## src/rtl/multicycle_control_fsm.sv

```systemverilog
// Main control FSM of the multicycle RV32I core: sequences fetch, decode,
// execute and writeback over one shared ALU and one unified memory.
//
// Ports:
//   clk, rst            rising-edge clock, asynchronous active-low reset
//   op[6:0]             opcode field of the instruction register
//   Zero                ALU zero flag (qualifies the branch PC write)
//   mem_ready           memory completes the current request this cycle
//   mem_req, MemWrite   memory request / request is a store
//   AdrSrc              memory address select (0=PC, 1=Result)
//   IRWrite, PCWrite,
//   RegWrite            instruction register, PC and register file enables
//   ALUSrcA[1:0]        00=PC, 01=OldPC, 10=RD1
//   ALUSrcB[1:0]        00=RD2, 01=ImmExt, 10=const 4
//   ResultSrc[1:0]      00=ALUOut, 01=Data, 10=ALUResult
//   ALUOp[1:0]          00=add, 01=sub, 10=funct decode, 11=pass-B
//   mem_err             one-cycle pulse when the watchdog aborts an access
//   illegal_op          one-cycle pulse on an unsupported opcode in DECODE
//
// Build option: define LUI_EN to execute LUI (opcode 0110111) through a
// pass-B ALU state; without it that opcode is treated as illegal.

module multicycle_control_fsm #(
    parameter int unsigned TIMEOUT = 16,
    parameter int unsigned CNT_W   = 5
) (
    input  logic       clk,
    input  logic       rst,
    input  logic [6:0] op,
    input  logic       Zero,
    input  logic       mem_ready,
    output logic       mem_req,
    output logic       MemWrite,
    output logic       AdrSrc,
    output logic       IRWrite,
    output logic       PCWrite,
    output logic       RegWrite,
    output logic [1:0] ALUSrcA,
    output logic [1:0] ALUSrcB,
    output logic [1:0] ResultSrc,
    output logic [1:0] ALUOp,
    output logic       mem_err,
    output logic       illegal_op
);

    typedef enum logic [3:0] {
        S_IDLE   = 4'd0,
        S_FETCH  = 4'd1,
        S_DECODE = 4'd2,
        S_MEMADR = 4'd3,
        S_MEMRD  = 4'd4,
        S_MEMWB  = 4'd5,
        S_MEMWR  = 4'd6,
        S_EXECR  = 4'd7,
        S_EXECI  = 4'd8,
        S_ALUWB  = 4'd9,
        S_BEQ    = 4'd10,
        S_JAL    = 4'd11,
        S_LUI    = 4'd12
    } state_e;

    localparam logic [6:0] OP_LOAD  = 7'b0000011;
    localparam logic [6:0] OP_STORE = 7'b0100011;
    localparam logic [6:0] OP_RTYPE = 7'b0110011;
    localparam logic [6:0] OP_ITYPE = 7'b0010011;
    localparam logic [6:0] OP_BEQ   = 7'b1100011;
    localparam logic [6:0] OP_JAL   = 7'b1101111;
`ifdef LUI_EN
    localparam logic [6:0] OP_LUI   = 7'b0110111;
`endif

    localparam logic [CNT_W-1:0] WLAST = CNT_W'(TIMEOUT - 1);

    state_e           state_q, state_d;
    logic [CNT_W-1:0] wcnt_q, wcnt_d;

    logic mem_wait;
    logic timeout;
    logic pc_update;
    logic branch;

    // Only the three memory-facing states can stall on mem_ready.
    assign mem_wait = (state_q == S_FETCH) ||
                      (state_q == S_MEMRD) ||
                      (state_q == S_MEMWR);

    // A completing handshake in the last allowed cycle beats the abort.
    assign timeout = mem_wait && !mem_ready && (wcnt_q == WLAST);

    always_ff @(posedge clk or negedge rst) begin
        if (!rst) begin
            state_q <= S_IDLE;
            wcnt_q  <= '0;
        end else begin
            state_q <= state_d;
            wcnt_q  <= wcnt_d;
        end
    end

    always_comb begin
        state_d    = state_q;
        mem_req    = 1'b0;
        MemWrite   = 1'b0;
        AdrSrc     = 1'b0;
        IRWrite    = 1'b0;
        RegWrite   = 1'b0;
        ALUSrcA    = 2'b00;
        ALUSrcB    = 2'b00;
        ResultSrc  = 2'b00;
        ALUOp      = 2'b00;
        mem_err    = 1'b0;
        illegal_op = 1'b0;
        pc_update  = 1'b0;
        branch     = 1'b0;

        unique case (state_q)
            S_IDLE: begin
                state_d = S_FETCH;
            end

            S_FETCH: begin
                mem_req   = 1'b1;
                ALUSrcB   = 2'b10;
                ResultSrc = 2'b10;
                if (mem_ready) begin
                    IRWrite   = 1'b1;
                    pc_update = 1'b1;
                    state_d   = S_DECODE;
                end else if (timeout) begin
                    mem_err = 1'b1;
                    state_d = S_FETCH;
                end
            end

            S_DECODE: begin
                // ALU forms OldPC + imm here for branch/jump targets.
                ALUSrcA = 2'b01;
                ALUSrcB = 2'b01;
                unique case (op)
                    OP_LOAD,
                    OP_STORE: state_d = S_MEMADR;
                    OP_RTYPE: state_d = S_EXECR;
                    OP_ITYPE: state_d = S_EXECI;
                    OP_BEQ:   state_d = S_BEQ;
                    OP_JAL:   state_d = S_JAL;
`ifdef LUI_EN
                    OP_LUI:   state_d = S_LUI;
`endif
                    default: begin
                        illegal_op = 1'b1;
                        state_d    = S_FETCH;
                    end
                endcase
            end

            S_MEMADR: begin
                ALUSrcA = 2'b10;
                ALUSrcB = 2'b01;
                // op[5] separates stores (0100011) from loads (0000011).
                state_d = op[5] ? S_MEMWR : S_MEMRD;
            end

            S_MEMRD: begin
                mem_req = 1'b1;
                AdrSrc  = 1'b1;
                if (mem_ready) begin
                    state_d = S_MEMWB;
                end else if (timeout) begin
                    mem_err = 1'b1;
                    state_d = S_FETCH;
                end
            end

            S_MEMWB: begin
                ResultSrc = 2'b01;
                RegWrite  = 1'b1;
                state_d   = S_FETCH;
            end

            S_MEMWR: begin
                mem_req  = 1'b1;
                MemWrite = 1'b1;
                AdrSrc   = 1'b1;
                if (mem_ready) begin
                    state_d = S_FETCH;
                end else if (timeout) begin
                    mem_err = 1'b1;
                    state_d = S_FETCH;
                end
            end

            S_EXECR: begin
                ALUSrcA = 2'b10;
                ALUOp   = 2'b10;
                state_d = S_ALUWB;
            end

            S_EXECI: begin
                ALUSrcA = 2'b10;
                ALUSrcB = 2'b01;
                ALUOp   = 2'b10;
                state_d = S_ALUWB;
            end

            S_ALUWB: begin
                RegWrite = 1'b1;
                state_d  = S_FETCH;
            end

            S_BEQ: begin
                ALUSrcA = 2'b10;
                ALUOp   = 2'b01;
                branch  = 1'b1;
                state_d = S_FETCH;
            end

            S_JAL: begin
                ALUSrcA   = 2'b01;
                ALUSrcB   = 2'b10;
                pc_update = 1'b1;
                state_d   = S_ALUWB;
            end

`ifdef LUI_EN
            S_LUI: begin
                ALUSrcB = 2'b01;
                ALUOp   = 2'b11;
                state_d = S_ALUWB;
            end
`endif

            default: begin
                state_d = S_IDLE;
            end
        endcase
    end

    // Branch target is taken only when the compare produced zero.
    assign PCWrite = pc_update | (branch & Zero);

    // Wait counter runs only while stalled, and restarts on any state
    // change as well as on an abort (a FETCH retry keeps the same state).
    always_comb begin
        wcnt_d = '0;
        if (timeout) begin
            wcnt_d = '0;
        end else if (state_d != state_q) begin
            wcnt_d = '0;
        end else if (mem_wait && !mem_ready) begin
            wcnt_d = wcnt_q + CNT_W'(1);
        end
    end

endmodule
```

## config.mk

```make
export PLATFORM = sky130hd
export DESIGN_NAME = multicycle_control_fsm
export DESIGN_NICKNAME = d
export VERILOG_FILES = /design/src/rtl/multicycle_control_fsm.sv
export SDC_FILE = /design/constraint.sdc
export NUM_CORES = 1
export LEC_CHECK = 0
export ABC_AREA = 1
export BUFFER_PORTS_ARGS = -buffer_cell sky130_fd_sc_hd__buf_4
export CAP_MARGIN = 20
export CORE_MARGIN = 1.5
export CORE_UTILIZATION = 40
export CTS_CLUSTER_DIAMETER = 150
export DETAILED_ROUTE_END_ITERATION = 12
export PLACE_DENSITY = 0.63
export SYNTH_ARGS = -nofsm -noshare
export SYNTH_HDL_FRONTEND = slang
export SYNTH_SLANG_ARGS = --single-unit
```

## constraint.sdc

```tcl
create_clock -name clk -period 2 [get_ports clk]
set_clock_uncertainty 0.05 [all_clocks]
set_input_delay 0.1 -clock clk [delete_from_list [all_inputs] [get_ports clk]]
set_output_delay 0.1 -clock clk [all_outputs]
set_load 0.01 [all_outputs]
```

Yosys cells after proc, flatten, opt, wreduce, memory -nomap -nowiden
Cells that the tools add are included.
{"block": "word_totals", "ff_bits": 9, "inputBits": 11, "elab_cells": 69}
{"block": "op_classes", "add_sub_neg": 1, "eq_ne": 19, "n_mux": 27, "bitwise": 2, "reduce_logical": 18}
{"cell": "$pmux 4 s7", "count": 1}
{"cell": "$pmux 4 s5", "count": 1}
{"cell": "$eq 4x3->1 const B", "count": 4}
{"cell": "$eq 4x4->1 const B", "count": 4}
{"cell": "$mux 4", "count": 4}
{"cell": "$pmux 2 s2", "count": 4}
{"cell": "$mux 5", "count": 3}
{"cell": "$eq 7x6->1 const B", "count": 2}
{"cell": "$eq 7x7->1 const B", "count": 2}
{"cell": "$mux 1", "count": 12}
{"cell": "$reduce_or 2->1", "count": 6}
{"cell": "$reduce_or 3->1", "count": 3}
{"cell": "$eq 4x2->1 const B", "count": 2}
{"cell": "$reduce_or 4->1", "count": 2}
{"cell": "$eq 7x2->1 const B", "count": 1}
{"cell": "$eq 7x5->1 const B", "count": 1}
{"cell": "$reduce_or 6->1", "count": 1}
{"cell": "$add 5x1->5 const B", "count": 1}
{"cell": "$eq 5x4->1 const B", "count": 1}
{"cell": "$eq 4x1->1 const B", "count": 1}
{"cell": "$logic_not 4->1", "count": 1}
{"cell": "$ne 4x4->1", "count": 1}
{"cell": "$logic_and 1x1->1", "count": 2}
{"cell": "$logic_or 1x1->1", "count": 2}
{"cell": "5 further kinds", "count": 5}

Longest topological paths before layout
Gate-level depths: netlist of the first run.
{"block": "logic_depth", "depth_word": 11, "mapped_depth": 8, "ltp_nobuf": 8}

Worst setup path before layout of the first run
Ideal clock, no wire load.
{"block": "synth_path", "path_type": "reg-to-reg", "startpoint": "register wcnt_q[0]", "endpoint": "register wcnt_q[2]", "setup_time_ps": 80, "t_arrival_ps": 1152, "required_time_ps": 1870, "slack_ps": 718, "path_stages_with_launch": 8, "n_path_buf": 0, "path_cell_list": "dfrtp_1 > ha_1 > nand2_1 > nor2_1 > ha_1 > inv_1 > nand2_4 > nor3b_2"}
{"block": "synth_via", "elab_chain_len": 8, "elab_cells_between_ends": 12, "classes_between": "add/sub (1); eq/ne (2); mux (8); reduce/logical (1)"}
{"element": "from (decl)", "line": "75", "rtl": "logic [CNT_W-1:0] wcnt_q, wcnt_d;"}
{"element": "from (signal assigned)", "line": "96", "rtl": "wcnt_q <= wcnt_d;"}
{"element": "$eq 5x4->1", "line": "88", "rtl": "assign timeout = mem_wait && !mem_ready && (wcnt_q == WLAST);"}
{"element": "$logic_and 1x1->1", "line": "88"}
{"element": "$mux 4", "line": "129, 168, 186"}
{"element": "$mux 4, on equally long branches", "line": "184, 125, 166"}
{"element": "$pmux 4 s7", "line": "116", "rtl": "unique case (state_q)"}
{"element": "$ne 4x4->1", "line": "247", "rtl": "end else if (state_d != state_q) begin"}
{"element": "$mux 5", "line": "247"}
{"element": "$mux 5 *", "line": "245", "rtl": "if (timeout) begin"}
{"element": "net wcnt_d[2]", "line": "75"}
Mark *: on every way through the listed nets, which the timed path passes. The rest lies on a longest branch.

Final worst setup path of the first run
{"block": "layout_path", "startpoint": "register state_q[2]", "endpoint": "output illegal_op"}
{"block": "layout_via", "elab_chain_len": 2}
{"element": "from (decl)", "line": "74", "rtl": "state_e state_q, state_d;"}
{"element": "from (signal assigned)", "line": "95", "rtl": "state_q <= state_d;"}
{"element": "$eq 4x2->1", "line": "116"}
{"element": "$mux 1", "line": "116"}
{"element": "to (decl)", "line": "43", "rtl": "output logic illegal_op"}
Every way passes these cells.

==> metrics, run 1 <==
Comb pwr share 0.636; worst ir drop on vdd 0.000482 V; I/O Pins 27; Worst Hold Launch op[5]; clk slew on worst S/H paths 60 ps; synth cell count leaders nand2_1 (35), nor2_1 (23), inv_1 (19), nand3_1 (12), dfrtp_1 (9); post-CTS sizing 0; family with the most delay on the worst path simple AND/OR/NAND/NOR gates; Hold Vio Cnt, Final 0; Worst Hold Slack between 40 and 50 ps; chip width 46.0 um; die height between 40 and 50 um; outcome finished, final reports clean; synth unique cells 18; number of global-route vias before repair 712; worst r2r path cells 8; drt total wl 1.70 mm; Top FF cell, synth dfrtp_1; Synth Area in Adders 0.0338; multiplexer share of the synthesized area 0; CTS Sinks 9; Synth-to-Final Area Change 35.5%; fraction of layout cells with a size suffix above 1 0.263; First DRT Iteration DRCs 23; Detailed Place HPWL 1.48 mm; Reg2Reg Setup Slack 630 ps; input/output buffers 26; pwr dens 1200 nW/um^2; Cell Int Power 633 uW; Cell Area, Synth 739 sq um; Worst setup SP type flip-flop; Worst Tran Pin Value about 270 ps; worst hold path cell count 3; fin nets roughly 170; Compound-Gate Fraction of Synth Area 0.0558; Layout Utilization 0.580; first-pass GRT wire length 2.81 mm; critical path's slowest cell dfrtp_1; main area contributors after synthesis dfrtp_1 (30%), nand2_1 (18%), nor2_1 (12%); FF-to-FF Start wcnt_q[0]; DR DRC count 0; Final Max Tran Viols 0; Post-Synthesis Cells between 100 and 150; gr usage total 0.183; starting density of the core 0.428; EDFF count, synth 0; critical-path cell list nor2_2 -> inv_1 -> nor2_2 -> nand2_1 -> nor2_1 -> buf_4; f_max approximately 600 MHz; power share of the clock group 0.115; htree depth 1; total core area between 1500 and 2000 sq um; Final TNS setup 0 ps; largest family of logic cells by synthesized area simple AND/OR/NAND/NOR gates; DR vias 803; vias per cell 4.54; count leader, synth nand2_1; CP arrival 1510 ps; Die ar. 2120 sq um; number of synthesized register bits 9; final critical-path share of the clock period 0.830; worst-skew pair later-pin latency 260 ps; Yosys top cell by area dfrtp_1; # diodes 0; worst-case clock buffer depth 2; FFs w/ async S/R, synth 1.00; Reg2Reg Capture Point state_q[0]; largest net degree at the start of global routing 10; unrepaired setup endpoints after global routing false; Worst EP required 1850 ps; syn avg cell area 6.11 sq um; initial antenna violation count 0; num rows 15; Setup-failing EPs final 0; Post-Synth Simple-Gate Area 0.487; crit-path max FO 5; Worst Hold Endpoint state_q[1]; Worst Path Buf+Inv 2; Setup crit start state_q[2]; sequential share of power 0.249; top cell type's share of synthesized area 0.305; post-route antenna net violation count 0; Post-Synth XOR/XNOR Area 0.0118; slew margin rel. 0.818; synth warn 0; GRT Residual Overflow 0; min Tclk post-route 1660 ps; worst hold path type input port to flip-flop; sequential area share after synthesis 0.305; Sw Share 0.473; # hold bufs at CTS 1; Post-CTS Setup Inserts 0; Num CTS Buffers 3; max incr delay on CP 430 ps; Net Sw Power 569 uW; Placer Congestion 0.820; leakage 0.000574 uW; CTS tree done; CTS root buffer clkbuf_4; crit end category primary output; Syn Nets 134; total of max-cap violations 0; Setup Crit Path Kind flip-flop to primary output; total iterations of the first detailed-routing run 4; drt wl/cell about 9.6 um; Worst path most repeated cell nor2_2
[worst reg2reg max path, cell delays in order (launching register included)]
cell	delay, ps
dfrtp_1	400
ha_1	220
nand2_1	80
nor2_1	40
ha_1	190
nand2_2	110
nand2_1	60
nand2_1	70
nand2_1	50
[state kept, by name (all words and copies together), names as in the netlist]
register	flops
wcnt_q	5
state_q	4
[worst max-delay path by stage]
stage / endpoint / slack [ps] / depth (start not counted)
2_1_floorplan: wcnt_q[2] / 720 / 7
3_3_place_gp: illegal_op / 640 / 6
3_5_place_dp: illegal_op / 630 / 6
4_1_cts: illegal_op / 330 / 6
5_1_grt: PCWrite / 160 / 7
6_report: illegal_op / 340 / 6
[logic make-up (layout without fill, tap and decap cells)]
kind of cell | Yosys count | after routing
AO/OA/AOI/OAI | 8 | 8
XOR/XNOR | 1 | 1
adder cells (fa/ha/maj) | 2 | 2
buffers and inverters | 21 | 52
flip-flops | 9 | 9
AND/OR/NAND/NOR | 80 | 80
[through the flow]
| step | worst slack [ps] | total power (uW) | area [sq um] | std cells |
|---|---|---|---|---|
| floorplan | 718 | 768 | 739 | 121 |
| finish | 339 | 1200 | 1000 | 177 |
| global placement | 642 | 1060 | 966 | 172 |
| detailed placement | 627 | 1070 | 966 | 172 |
| CTS | 329 | 1220 | 1000 | 177 |
| global route | 155 | 1320 | 1000 | 177 |
[routing by layer]
| metal | global-route usage | wire length (um) | up-vias |
|---|---|---|---|
| met5 | 0 | 0 | - |
| met2 | 0.283 | 842 | 15 |
| met1 | 0.257 | 818 | 355 |
| li1 | - | - | 433 |
| met3 | 0.0476 | 36 | 0 |
| met4 | 0.0343 | 0 | 0 |
[power by group through the flow]
stage / Clock [uW] / Sequential (uW) / Combinational, uW
after global placement: 0 / 299 / 763
after global routing: 156 / 306 / 861
final: 138 / 299 / 765
after floorplan: 0 / 288 / 480
after detailed placement: 0 / 300 / 771
after CTS: 146 / 296 / 774
[cells in the final DEF, fill, tap and decap left out]
| cell | Yosys | layout |
|---|---|---|
| inv_1 | 19 | 19 |
| xor2_1 | 1 | 1 |
| nor2_4 | 1 | 1 |
| nand2_1 | 35 | 35 |
| a21oi_1 | 3 | 3 |
| nand3_1 | 12 | 12 |
| inv_2 | 2 | 2 |
| dlygate4sd3_1 | 0 | 1 |
| nor2_2 | 3 | 3 |
| clkbuf_4 | 0 | 3 |
| nand3_2 | 1 | 1 |
| a31oi_1 | 1 | 1 |
| nand4_1 | 1 | 1 |
| buf_4 | 0 | 26 |
| o21ai_0 | 4 | 4 |
| dfrtp_1 | 9 | 9 |
| nor2_1 | 23 | 23 |
| ha_1 | 2 | 2 |
| nor3b_2 | 1 | 1 |
| nand2_4 | 1 | 1 |
| clkbuf_1 | 0 | 1 |
| nand2_2 | 2 | 2 |
[final cells by class]
| type | instances | area [sq um] |
|---|---|---|
| flip-flops and latches | 9 | 225 |
| repair buffers | 27 | 205 |
| well taps | 25 | 31.3 |
| multi-input cells | 91 | 435 |
| inverters | 21 | 78.8 |
| fillers | 190 | 724 |
| clock buffers | 4 | 26.3 |
No activity file was read; power rests on OpenSTA's default activity.
==> run 2, diff against run 1 <==
==> constraint.sdc (replaced) <==
create_clock -name clk -period 1.65 [get_ports clk]
set_clock_uncertainty 0.05 [all_clocks]
set_input_delay 0.0825 -clock clk [delete_from_list [all_inputs] [get_ports clk]]
set_output_delay 0.0825 -clock clk [all_outputs]
set_load 0.01 [all_outputs]
==> run 2 against run 1 <==
Clock-buffer cell count unchanged. Final area is 5.1% higher. Worst setup slack got worse by 240 ps. Core utilization up 3.0 points. Global-route usage fell by 1.0 points. Via count increased by 5.7%. Routed wire length grew 3.8%. Final cell count increased by 1.1%. Critical path depth unchanged. Non-clock buffer count rose by 2. Critical endpoint unchanged. Highest routed layer unchanged.
==> metrics, run 2 (synthesized netlist as in run 1, its figures left out) <==
outcome finished, final reports clean (unchanged); fraction of layout cells with a size suffix above 1 0.338 (was 0.263); Setup crit start state_q[2] (unchanged); Worst path most repeated cell nor2_4 (was nor2_2); starting density of the core 0.428 (unchanged); post-route antenna net violation count 0 (unchanged); fin nets 168 (was 166); fill count 177 (was 190); die height 46.0 um (unchanged); slew margin rel. 0.822 (was 0.818); final critical-path share of the clock period 0.942; I/O Pins 27 (unchanged); Placer Congestion 0.826 (was 0.820); drt total wl 1.76 mm (was 1.70 mm); Worst Hold Launch op[5] (unchanged); pwr dens 1460 nW/um^2 (was 1200 nW/um^2); number of global-route vias before repair 640 (was 712); chip width 46.0 um (unchanged); First DRT Iteration DRCs 16 (was 23); htree depth 1 (unchanged); worst ir drop on vdd 0.000604 V (was 0.000482 V); CTS Sinks 9 (unchanged); worst hold path cell count 3 (unchanged); # diodes 0 (unchanged); Setup Crit Path Kind flip-flop to primary output (unchanged); Worst Hold Endpoint state_q[1] (unchanged); worst-case clock buffer depth 2 (unchanged); Worst Path Buf+Inv 2 (unchanged); largest net degree at the start of global routing 10 (unchanged); vias per cell 4.74 (was 4.54); CP arrival 1420 ps (was 1510 ps); Worst setup SP type flip-flop (unchanged); total iterations of the first detailed-routing run 4 (unchanged); most common cell after layout, fill and taps aside nand2_1 (unchanged); CTS tree done (unchanged); Top Registers wcnt_q (5), state_q (4) (unchanged); min Tclk post-route 1550 ps; first-pass GRT wire length 2.69 mm (was 2.81 mm); drt wl/cell 9.84 um (was 9.59 um); f_max 644 MHz; CTS root buffer clkbuf_4 (unchanged); Final TNS setup 0 ps (unchanged); total core area 1730 sq um (unchanged); Synth-to-Final Area Change 42.5% (was 35.5%); worst r2r path cells 8 (unchanged); crit-path max FO 5 (unchanged); Num CTS Buffers 3 (unchanged); GRT Residual Overflow 0 (unchanged); Reg2Reg Setup Slack 280 ps (was 630 ps); Worst Tran Pin Value 266 ps (was 273 ps); critical path's slowest cell dfrtp_2 (was dfrtp_1); unrepaired setup endpoints after global routing false (unchanged); Worst EP required 1520 ps (was 1850 ps); critical-path cell list nor2_4 -> inv_2 -> nor2_4 -> nand2_1 -> nor2_1 -> buf_4 (was nor2_2 -> inv_1 -> nor2_2 -> nand2_1 -> nor2_1 -> buf_4); most flop-heavy register wcnt_q (unchanged); DR DRC count 0 (unchanged); leakage 0.000583 uW (was 0.000574 uW); worst-skew pair later-pin latency 260 ps (about the same); gr usage total 0.173 (was 0.183); Die ar. 2120 sq um (unchanged); commonest cells after routing, fill and taps aside nand2_1 (33), buf_4 (28), nor2_1 (20) (was nand2_1 (35), buf_4 (26), nor2_1 (23)); family with the most delay on the worst path flip-flops (was simple AND/OR/NAND/NOR gates); Final Non-Filler Cells 179 (was 177); FF-to-FF Start state_q[2] (was wcnt_q[0]); Reg2Reg Capture Point state_q[1] (was state_q[0]); num rows 15 (unchanged); clk slew on worst S/H paths 60 ps (about the same); initial antenna violation count 0 (unchanged); Final Max Tran Viols 0 (unchanged); max incr delay on CP 470 ps (was 430 ps); max FFs per register 5 (unchanged); DR vias 849 (was 803); Setup-failing EPs final 0 (unchanged); Detailed Place HPWL 1.41 mm (was 1.48 mm); crit end category primary output (unchanged); total of max-cap violations 0 (unchanged); Hold Vio Cnt, Final 0 (unchanged); input/output buffers 26 (unchanged); worst hold path type input port to flip-flop (unchanged); Cells after DPL 172 (unchanged)
run 2: tightest hold or removal path, stage by stage:
cell     delay (ps)
buf_4           100
nand2_1          50
nand3_1          70
run 2: how the worst max path moves through the flow:
stage,cells past startpoint,endpoint
CTS,6,PCWrite
detailed placement,6,illegal_op
floorplan,7,wcnt_q[2]
global route,7,PCWrite
global placement,6,illegal_op
finish,6,illegal_op
run 2: final cells by class:
| cell class | count | area [sq um] | area share |
|---|---|---|---|
| Inverter | 21 | 78.8 | 0.0748 |
| Clock buffer | 4 | 26.3 | 0.0249 |
| Timing Repair Buffer | 29 | 220 | 0.209 |
| Tap cell | 25 | 31.3 | 0.0297 |
| Multi-Input combinational cell | 91 | 469 | 0.445 |
| Sequential cell | 9 | 228 | 0.216 |
run 2: what timing repair did:
item                                   in CTS  in global routing
setup endpoints to repair                   1                  4
pin swaps                                   0                  3
endpoints found under the hold margin       9                  0
hold buffers                                1                  0
setup buffers                               0                  2
resized for setup                           2                 11
run 2: where the power goes:
| group | internal, uW | switching, uW | total, uW | leakage [uW] |
|---|---|---|---|---|
| Combinational | 417 | 572 | 989 | 0.000450 |
| Clock | 93.2 | 77.2 | 170 | 0.0000150 |
| Sequential | 286 | 95.6 | 382 | 0.000118 |
run 2: per-stage QoR:
step	utilization	cell area (sq um)	total power, uW	hold slack (ps)	setup WS (ps)
after floorplan	-	739	931	-263	368
after global placement	0.559	966	1300	-139	283
after detailed placement	0.559	966	1300	-138	258
after CTS	0.583	1010	1490	25.6	29.8
after global routing	0.610	1050	1680	28.1	10.4
final	0.610	1050	1540	28.5	96.0
run 2: layer usage:
metal | up-vias | wire length, um | GRT usage
li1 | 439 | - | -
met1 | 387 | 843 | 0.254
met2 | 23 | 859 | 0.258
met3 | 0 | 59 | 0.0476
met4 | 0 | 0 | 0.0171
met5 | - | 0 | 0
